===== src/rtl/mem_issue_queue_if.sv =====
// Load/store micro-op handshake bundle: valid/ready plus the full operand payload.
// Used both for dispatch into the issue queue and for the queue's output to the memblock.
interface mem_issue_queue_if #(
  parameter int INSTR_W = 32,
  parameter int PC_W    = 32,
  parameter int ID_W    = 7,
  parameter int SRC_W   = 64,
  parameter int PREG_W  = 6,
  parameter int LS_W    = 2
);
  logic               valid;
  logic               ready;
  logic [INSTR_W-1:0] instr;
  logic [PC_W-1:0]    pc;
  logic [ID_W-1:0]    robid;
  logic [SRC_W-1:0]   src1;
  logic [SRC_W-1:0]   src2;
  logic [PREG_W-1:0]  prd;
  logic [SRC_W-1:0]   imm;
  logic               is_load;
  logic               is_store;
  logic               is_unsigned;
  logic [LS_W-1:0]    ls_size;

  modport master (
    output valid, instr, pc, robid, src1, src2, prd, imm,
           is_load, is_store, is_unsigned, ls_size,
    input  ready
  );

  modport slave (
    input  valid, instr, pc, robid, src1, src2, prd, imm,
           is_load, is_store, is_unsigned, ls_size,
    output ready
  );
endinterface


===== src/rtl/mem_issue_queue.sv =====
// In-order load/store issue buffer feeding the memblock; a flush squashes every
// buffered entry younger than the flushing robid.
module mem_issue_queue #(
  parameter int DEPTH   = 8,
  parameter int PTR_W   = $clog2(DEPTH),
  parameter int INSTR_W = 32,
  parameter int PC_W    = 32,
  parameter int ID_W    = 7,
  parameter int SRC_W   = 64,
  parameter int PREG_W  = 6,
  parameter int LS_W    = 2
) (
  input  logic                 clock,
  input  logic                 reset_n,
  input  logic                 flush_valid,
  input  logic [ID_W-1:0]      flush_robid,
  mem_issue_queue_if.slave     enq,
  mem_issue_queue_if.master    mem,
  output logic [PTR_W:0]       occupancy
);

  typedef struct packed {
    logic [INSTR_W-1:0] instr;
    logic [PC_W-1:0]    pc;
    logic [ID_W-1:0]    robid;
    logic [SRC_W-1:0]   src1;
    logic [SRC_W-1:0]   src2;
    logic [PREG_W-1:0]  prd;
    logic [SRC_W-1:0]   imm;
    logic               is_load;
    logic               is_store;
    logic               is_unsigned;
    logic [LS_W-1:0]    ls_size;
  } entry_t;

  localparam logic [PTR_W:0] FULL_CNT = (PTR_W+1)'(DEPTH);

  entry_t           r_mem [DEPTH];
  logic [PTR_W-1:0] r_head;
  logic [PTR_W-1:0] r_tail;
  logic [PTR_W:0]   r_count;

  logic             w_not_full;
  logic             w_enq_fire;
  logic             w_deq_fire;
  logic [PTR_W:0]   w_keep_cnt;
  entry_t           w_enq_entry;

  // Robid MSB is the wrap bit; differing wrap bits invert the index ordering.
  function automatic logic is_younger(input logic [ID_W-1:0] entry_id,
                                      input logic [ID_W-1:0] flush_id);
    logic younger;
    if (entry_id[ID_W-1] == flush_id[ID_W-1]) begin
      younger = (entry_id[ID_W-2:0] > flush_id[ID_W-2:0]);
    end else begin
      younger = (entry_id[ID_W-2:0] < flush_id[ID_W-2:0]);
    end
    return younger;
  endfunction

  assign w_not_full = (r_count != FULL_CNT);
  assign w_enq_fire = enq.valid && w_not_full && !flush_valid;
  assign w_deq_fire = mem.valid && mem.ready;

  assign enq.ready  = w_not_full;
  assign occupancy  = r_count;

  assign mem.valid       = (r_count != {(PTR_W+1){1'b0}}) && !flush_valid;
  assign mem.instr       = r_mem[r_head].instr;
  assign mem.pc          = r_mem[r_head].pc;
  assign mem.robid       = r_mem[r_head].robid;
  assign mem.src1        = r_mem[r_head].src1;
  assign mem.src2        = r_mem[r_head].src2;
  assign mem.prd         = r_mem[r_head].prd;
  assign mem.imm         = r_mem[r_head].imm;
  assign mem.is_load     = r_mem[r_head].is_load;
  assign mem.is_store    = r_mem[r_head].is_store;
  assign mem.is_unsigned = r_mem[r_head].is_unsigned;
  assign mem.ls_size     = r_mem[r_head].ls_size;

  // Pack the dispatched micro-op into a storage entry.
  always_comb begin
    w_enq_entry             = '0;
    w_enq_entry.instr       = enq.instr;
    w_enq_entry.pc          = enq.pc;
    w_enq_entry.robid       = enq.robid;
    w_enq_entry.src1        = enq.src1;
    w_enq_entry.src2        = enq.src2;
    w_enq_entry.prd         = enq.prd;
    w_enq_entry.imm         = enq.imm;
    w_enq_entry.is_load     = enq.is_load;
    w_enq_entry.is_store    = enq.is_store;
    w_enq_entry.is_unsigned = enq.is_unsigned;
    w_enq_entry.ls_size     = enq.ls_size;
  end

  // Survivors after a flush: live entries walked from head up to the first killed one.
  always_comb begin
    logic             found;
    logic [PTR_W-1:0] slot;
    w_keep_cnt = r_count;
    found      = 1'b0;
    slot       = r_head;
    for (int i = 0; i < DEPTH; i++) begin
      slot = r_head + PTR_W'(i);
      if (!found && ((PTR_W+1)'(i) < r_count) &&
          is_younger(r_mem[slot].robid, flush_robid)) begin
        w_keep_cnt = (PTR_W+1)'(i);
        found      = 1'b1;
      end else begin
        found      = found;
      end
    end
  end

  // Queue state: reset, flush truncation, or normal enqueue/dequeue.
  always_ff @(posedge clock) begin
    if (!reset_n) begin
      r_head  <= '0;
      r_tail  <= '0;
      r_count <= '0;
      for (int i = 0; i < DEPTH; i++) begin
        r_mem[i] <= '0;
      end
    end else if (flush_valid) begin
      r_count <= w_keep_cnt;
      r_tail  <= r_head + w_keep_cnt[PTR_W-1:0];
    end else begin
      if (w_enq_fire) begin
        r_mem[r_tail] <= w_enq_entry;
        r_tail        <= r_tail + PTR_W'(1);
      end
      if (w_deq_fire) begin
        r_head <= r_head + PTR_W'(1);
      end
      case ({w_enq_fire, w_deq_fire})
        2'b10:   r_count <= r_count + (PTR_W+1)'(1);
        2'b01:   r_count <= r_count - (PTR_W+1)'(1);
        default: r_count <= r_count;
      endcase
    end
  end

endmodule


===== src/flat_wrapper.sv =====
// flat-port wrapper written by rule: the top's interface ports become plain ports
module mem_issue_queue_flat 
#(
  parameter int DEPTH   = 8,
  parameter int PTR_W   = $clog2(DEPTH),
  parameter int INSTR_W = 32,
  parameter int PC_W    = 32,
  parameter int ID_W    = 7,
  parameter int SRC_W   = 64,
  parameter int PREG_W  = 6,
  parameter int LS_W    = 2
)
  (clock, reset_n, flush_valid, flush_robid, occupancy, enq_valid, enq_instr, enq_pc, enq_robid, enq_src1, enq_src2, enq_prd, enq_imm, enq_is_load, enq_is_store, enq_is_unsigned, enq_ls_size, enq_ready, mem_valid, mem_instr, mem_pc, mem_robid, mem_src1, mem_src2, mem_prd, mem_imm, mem_is_load, mem_is_store, mem_is_unsigned, mem_ls_size, mem_ready);
  mem_issue_queue_if #(.INSTR_W(INSTR_W), .PC_W(PC_W), .ID_W(ID_W), .SRC_W(SRC_W), .PREG_W(PREG_W), .LS_W(LS_W)) enq_i ();
  mem_issue_queue_if #(.INSTR_W(INSTR_W), .PC_W(PC_W), .ID_W(ID_W), .SRC_W(SRC_W), .PREG_W(PREG_W), .LS_W(LS_W)) mem_i ();
  input  logic clock;
  input  logic reset_n;
  input  logic flush_valid;
  input  logic [ID_W-1:0] flush_robid;
  output logic [PTR_W:0] occupancy;
  input wire logic [$bits(enq_i.valid)-1:0] enq_valid;
  input wire logic [$bits(enq_i.instr)-1:0] enq_instr;
  input wire logic [$bits(enq_i.pc)-1:0] enq_pc;
  input wire logic [$bits(enq_i.robid)-1:0] enq_robid;
  input wire logic [$bits(enq_i.src1)-1:0] enq_src1;
  input wire logic [$bits(enq_i.src2)-1:0] enq_src2;
  input wire logic [$bits(enq_i.prd)-1:0] enq_prd;
  input wire logic [$bits(enq_i.imm)-1:0] enq_imm;
  input wire logic [$bits(enq_i.is_load)-1:0] enq_is_load;
  input wire logic [$bits(enq_i.is_store)-1:0] enq_is_store;
  input wire logic [$bits(enq_i.is_unsigned)-1:0] enq_is_unsigned;
  input wire logic [$bits(enq_i.ls_size)-1:0] enq_ls_size;
  output wire logic [$bits(enq_i.ready)-1:0] enq_ready;
  output wire logic [$bits(mem_i.valid)-1:0] mem_valid;
  output wire logic [$bits(mem_i.instr)-1:0] mem_instr;
  output wire logic [$bits(mem_i.pc)-1:0] mem_pc;
  output wire logic [$bits(mem_i.robid)-1:0] mem_robid;
  output wire logic [$bits(mem_i.src1)-1:0] mem_src1;
  output wire logic [$bits(mem_i.src2)-1:0] mem_src2;
  output wire logic [$bits(mem_i.prd)-1:0] mem_prd;
  output wire logic [$bits(mem_i.imm)-1:0] mem_imm;
  output wire logic [$bits(mem_i.is_load)-1:0] mem_is_load;
  output wire logic [$bits(mem_i.is_store)-1:0] mem_is_store;
  output wire logic [$bits(mem_i.is_unsigned)-1:0] mem_is_unsigned;
  output wire logic [$bits(mem_i.ls_size)-1:0] mem_ls_size;
  input wire logic [$bits(mem_i.ready)-1:0] mem_ready;
  assign enq_i.valid = enq_valid;
  assign enq_i.instr = enq_instr;
  assign enq_i.pc = enq_pc;
  assign enq_i.robid = enq_robid;
  assign enq_i.src1 = enq_src1;
  assign enq_i.src2 = enq_src2;
  assign enq_i.prd = enq_prd;
  assign enq_i.imm = enq_imm;
  assign enq_i.is_load = enq_is_load;
  assign enq_i.is_store = enq_is_store;
  assign enq_i.is_unsigned = enq_is_unsigned;
  assign enq_i.ls_size = enq_ls_size;
  assign enq_ready = enq_i.ready;
  assign mem_valid = mem_i.valid;
  assign mem_instr = mem_i.instr;
  assign mem_pc = mem_i.pc;
  assign mem_robid = mem_i.robid;
  assign mem_src1 = mem_i.src1;
  assign mem_src2 = mem_i.src2;
  assign mem_prd = mem_i.prd;
  assign mem_imm = mem_i.imm;
  assign mem_is_load = mem_i.is_load;
  assign mem_is_store = mem_i.is_store;
  assign mem_is_unsigned = mem_i.is_unsigned;
  assign mem_ls_size = mem_i.ls_size;
  assign mem_i.ready = mem_ready;
  mem_issue_queue #(.DEPTH(DEPTH), .PTR_W(PTR_W), .INSTR_W(INSTR_W), .PC_W(PC_W), .ID_W(ID_W), .SRC_W(SRC_W), .PREG_W(PREG_W), .LS_W(LS_W)) u_core (.clock(clock), .reset_n(reset_n), .flush_valid(flush_valid), .flush_robid(flush_robid), .enq(enq_i), .mem(mem_i), .occupancy(occupancy));
endmodule

===== config.mk =====
export PLATFORM = sky130hd
export DESIGN_NAME = mem_issue_queue_flat
export DESIGN_NICKNAME = d
export VERILOG_FILES = /design/src/rtl/mem_issue_queue_if.sv /design/src/rtl/mem_issue_queue.sv /design/src/flat_wrapper.sv
export SDC_FILE = /design/constraint.sdc
export NUM_CORES = 2
export LEC_CHECK = 0
export ABC_CLOCK_PERIOD_IN_PS = 47600
export BUFFER_PORTS_ARGS = -buffer_cell sky130_fd_sc_hd__buf_2
export CORE_MARGIN = 5
export CORE_UTILIZATION = 65
export DETAILED_ROUTE_END_ITERATION = 10
export HOLD_SLACK_MARGIN = 0.05
export PLACE_DENSITY = 0.94
export SLEW_MARGIN = 20
export SYNTH_ARGS = -nofsm -noshare
export SYNTH_HDL_FRONTEND = slang
export SYNTH_SLANG_ARGS = --single-unit

===== constraint.sdc =====
create_clock -name clock -period 47.6 [get_ports clock]
set_clock_uncertainty 0.05 [all_clocks]
set_input_delay 4.76 -clock clock [delete_from_list [all_inputs] [get_ports clock]]
set_output_delay 4.76 -clock clock [all_outputs]
set_load 0.02 [all_outputs]

Word level (Yosys, flattened, before mapping) --
Memory sizes are Yosys's and may differ from the RTL's. A register that Yosys moved wholly into a read port is not among the register bits. Index checks and enable logic that the tools add are counted.
Cells by class: add/sub/neg operators 11, order comparisons 24, eq/ne operators 12, mux-type cells 37, bitwise gates (word level) 1, reduce and logical (&&, ||, !) cells 33
Operators by type and width (count):
- $mux W274 | 1
- $reduce_or A274 Y1 | 1
- $gt A6 B6 Y1 | 8
- $lt A6 B6 Y1 | 8
- $mux W4 | 9
- $mux W1 | 21
- $logic_and A1 B1 Y1 | 19
- $lt A3 B4 Y1 const A | 4
- $mux W3 | 5
- $add A3 B3 Y3 const B | 4
- $ne A9 B1 Y1 const B | 1
- $eq A1 B1 Y1 | 8
- $logic_not A1 Y1 | 8
- $lt A1 B4 Y1 const A | 2
- $lt A2 B4 Y1 const A | 2
- $pmux W4 S2 | 1
- $add A3 B1 Y3 const B | 2
- $add A3 B2 Y3 const B | 2
- $add A4 B1 Y4 const B | 1
- $ne A4 B4 Y1 const B | 1
- $reduce_and A2 Y1 | 2
- $reduce_bool A4 Y1 | 1
- $sub A4 B1 Y4 const B | 1
- $add A3 B3 Y3 | 1
- 5 further kinds | 5
Word-level totals: flip-flop bits (word level) 10, RAM bits 2192, bits of input ports 286, output and inout bits 280, word-level logic and storage cells 123, memories kept 1
Memories:
- u_core.r_mem | depth 8, bits a word 274, rd ports 8, clocked after Yosys merged registers in 1, write ports 8, line mem_issue_queue.sv:38 | entry_t r_mem [DEPTH];

Logic depth before layout (Yosys ltp) --
depth in word-level cells 34, gate-level depth with buffers 26, gate-level depth less buffers 20

Worst setup path before layout --
OpenSTA, ideal clock, no wires.
kind in2reg, from input flush_valid, to memory u_core.r_mem[2][0] in the netlist's numbering, enable pin, library setup time 1.288 ns, arrival time 24.430 ns, setup slack 21.832 ns, stages on the path 6, path buffers 1, cell sequence clkbuf_1 inv_1 nand3_1 nor2_1 nand2_1 o21ai_0
RTL lines:
- from (decl) | line flat_wrapper.sv:18 | input logic flush_valid;
- to (decl) | line mem_issue_queue.sv:38

==> flow_metrics.py <==
metrics = {
    "status": {
        "status": "complete, no violations",
    },
    "worst_setup_path": {
        "path_class": "flip-flop to primary output",
        "arrival_ps": 7510,
        "worstPathMaxFanout": 52,
        "cp_data_required_time_ps": 42790,
        "critPathCaptureType": "primary output",
        "start_kind": "flip-flop",
        "rrSetupSlack_ps": 41290,
    },
    "timing": {
        "min_period_over_period_pct": 25.89,
        "maxSlewViolCount": 0,
        "relSlewSlack_pct": 18.65,
        "worst_pin_slew_ps": 1220,
        "finalHoldViolCount": 0,
        "setup_tns_ps": 0,
        "setup_violations": 0,
        "finalCriticalPeriod_ps": 12320,
        "whs_ps": 625.2,
        "rsz0062_at_grt": "false",
        "fmax_ghz": 0.08114,
    },
    "finish": {
        "multi_input_area_um2": 33060,
        "fin_nets": 6878,
        "area_delta_synth_final_pct": 11.41,
        "layout-drive-gt1-share_pct": 27.80,
        "seq_area_um2": 66100,
        "fillerInstances": 8258,
    },
    "synth": {
        "syn_avg_cell_area_um2": 16.54,
        "synth_edf_count": 2192,
        "seq_area_frac_synth_pct": 65.63,
        "ys_ff_latch": 2205,
        "async_reset_ff_share_pct": 0,
        "netlist_instances": 6086,
        "ys.flop_type": "edfxtp_1",
        "ys_warn_count": 0,
        "mappedNetlistArea_um2": 100700,
        "synth_cell_type_count": 56,
        "synth_nets": 6428,
    },
    "die": {
        "die_x_um": 403.6,
        "start_util_pct": 65.36,
        "row_count": 144,
        "core_um2": 154000,
        "dieArea_um2": 162900,
        "die_h_um": 403.6,
        "ioPinCount": 566,
    },
    "cts": {
        "cts-root-buf": "clkbuf_16",
        "cts_buffer_depth": 3,
        "clkSinkCount": 2205,
        "cts_hold_buf": 0,
        "cts_max_level": 4,
        "path_clk_slew_ps": 60,
        "clock_latency_ps": 830,
        "cts_resized": 0,
        "cts_inserted_buffers": 207,
        "cts_tree": "done",
        "cts_setup_buffers": 0,
    },
    "grt": {
        "grt_max_degree": 165,
        "grt_pass1_wl_um": 395700,
        "grt_overflow": 0,
        "antenna_found_initial": 102,
        "gr-usage-all-layers_pct": 32.74,
        "grt_pass1_vias": 61700,
    },
    "place": {
        "gp_congestion": 0.9188,
        "io_buffers": 565,
        "hpwl_um": 141500,
    },
    "detailed_routing": {
        "drt_wl_total_um": 268400,
        "via_count": 59200,
        "drt_drc_violations_left": 0,
        "wl_per_cell_um": 30.35,
        "drt_iter0_markers": 8475,
        "viasPerCell": 6.694,
        "final_antenna_net_count": 0,
        "drtPass1Iterations": 6,
    },
    "flow_run": {
        "maxCapViolations": 0,
    },
    "power_and_ir_drop": {
        "leakage_nw": 41.21,
        "ir_drop_mv": 0.03706,
        "p_per_area_nw_per_um2": 40.55,
    },
    "worst_hold_path": {
        "hold_class": "flip-flop to flip-flop",
    },
}
path summary, 6_finish.rpt:
check	start	endpoint	cells after the start
setup / recovery	flip-flop	mem_src1[45]	9
hold / removal	u_core.occupancy[3]	u_core.occupancy[3]	1
setup reg to reg	u_core.occupancy[1]	u_core.r_mem[0][260]	10
hold reg to reg	u_core.occupancy[3]	u_core.occupancy[3]	1
power breakdown:
| part | total [W] | switching (W) | internal (W) |
|---|---|---|---|
| sequential | 0.00229 | 0.0000484 | 0.00224 |
| combinational | 0.000665 | 0.000383 | 0.000282 |
| clock | 0.00160 | 0.000727 | 0.000870 |
| total | 0.00455 | 0.00116 | 0.00339 |
worst max-delay path, cell delays in order, from the launching register on:
cell and delay, ps:
dfxtp_4 910, buf_6 670, buf_4 840, buf_4 720, buf_4 780, buf_6 660, buf_4 810, mux4_2 650
mux2_2 290, buf_2 170
logic make-up after synthesis:
kind of cell             Yosys count  share of synthesized area [%]
AO/OA/AOI/OAI                     81                         0.5219
XOR/XNOR                          21                         0.1901
adder cells (fa/ha/maj)           56                         0.7034
buffers and inverters            442                          1.663
flip-flops                      2205                          65.63
multiplexers                     900                          16.80
AND/OR/NAND/NOR                 2381                          14.49
final cells by class:
| class | count | area share (%) |
|---|---|---|
| sequential | 2205 | 58.93 |
| multi-input combinational | 3439 | 29.47 |
| clock buffer | 244 | 4.799 |
| timing repair buffer | 664 | 3.279 |
| tap | 2044 | 2.280 |
| clock inverter | 141 | 0.9894 |
| antenna | 87 | 0.1941 |
| inverter | 19 | 0.06358 |
synthesized netlist by cell type (all sizes together), types with 3 or more instances:
cell type,n,area share [%]
mux2i,18,0.18
edfxtp,2192,65
or2,4,0.025
mux2,278,3.1
xor2,8,0.070
nand2,106,0.40
nor3,7,0.035
inv,19,0.071
nor2b,6,0.037
nor2,20,0.075
mux4,604,14
nand2b,7,0.043
a21o,6,0.045
buf,102,0.40
nand3,7,0.035
a21oi,19,0.094
ha,55,0.68
nor4,4,0.025
clkbuf,321,1.2
a211oi,4,0.030
o21ai,18,0.089
a31oi,8,0.050
a21boi,3,0.022
xnor2,13,0.12
and2,2198,14
dfxtp,13,0.26
nand4,9,0.056
o21a,9,0.067
and3,3,0.019
and4,3,0.026
flip-flops by register name, indices dropped and copies added (netlist names), named ones only:
| register | count |
|---|---|
| u_core.r_tail | 3 |
| u_core.r_mem | 2192 |
| u_core.occupancy | 4 |
| u_core.r_head | 3 |
metal layers:
layer / part of all wire, % / global-route usage [%]
met5: 0.074 / 0
met4: 5.0 / 16.32
met3: 13 / 8.703
met2: 49 / 52.64
met1: 33 / 41.89
cells in the final DEF (no fill, tap or decap), types with 16 or more instances in the layout:
cell       instances
buf_4             89
buf_2            565
and2_1          2198
clkbuf_16        210
nand2_1          106
inv_1             19
clkbuf_1          34
nor2_1            16
diode_2           87
mux2_2           278
edfxtp_1        2192
mux4_2           603
clkinv_1          56
ha_1              55
a21oi_1           19
mux2i_1           18
clkinv_2          53
per-stage QoR:
stage	std cells	worst slack [ps]	power, W	util [%]	area (um^2)
global route	8808	34380	0.004683	72.76	112100
finish	8843	35280	0.004549	72.82	112200
CTS	8755	34390	0.004547	72.66	111900
detailed placement	8370	35340	0.002973	68.44	105400
global placement	8370	35430	0.002944	68.44	105400
floorplan	6086	21830	0.002803	-	100700
(Power assumes the default switching activity.)
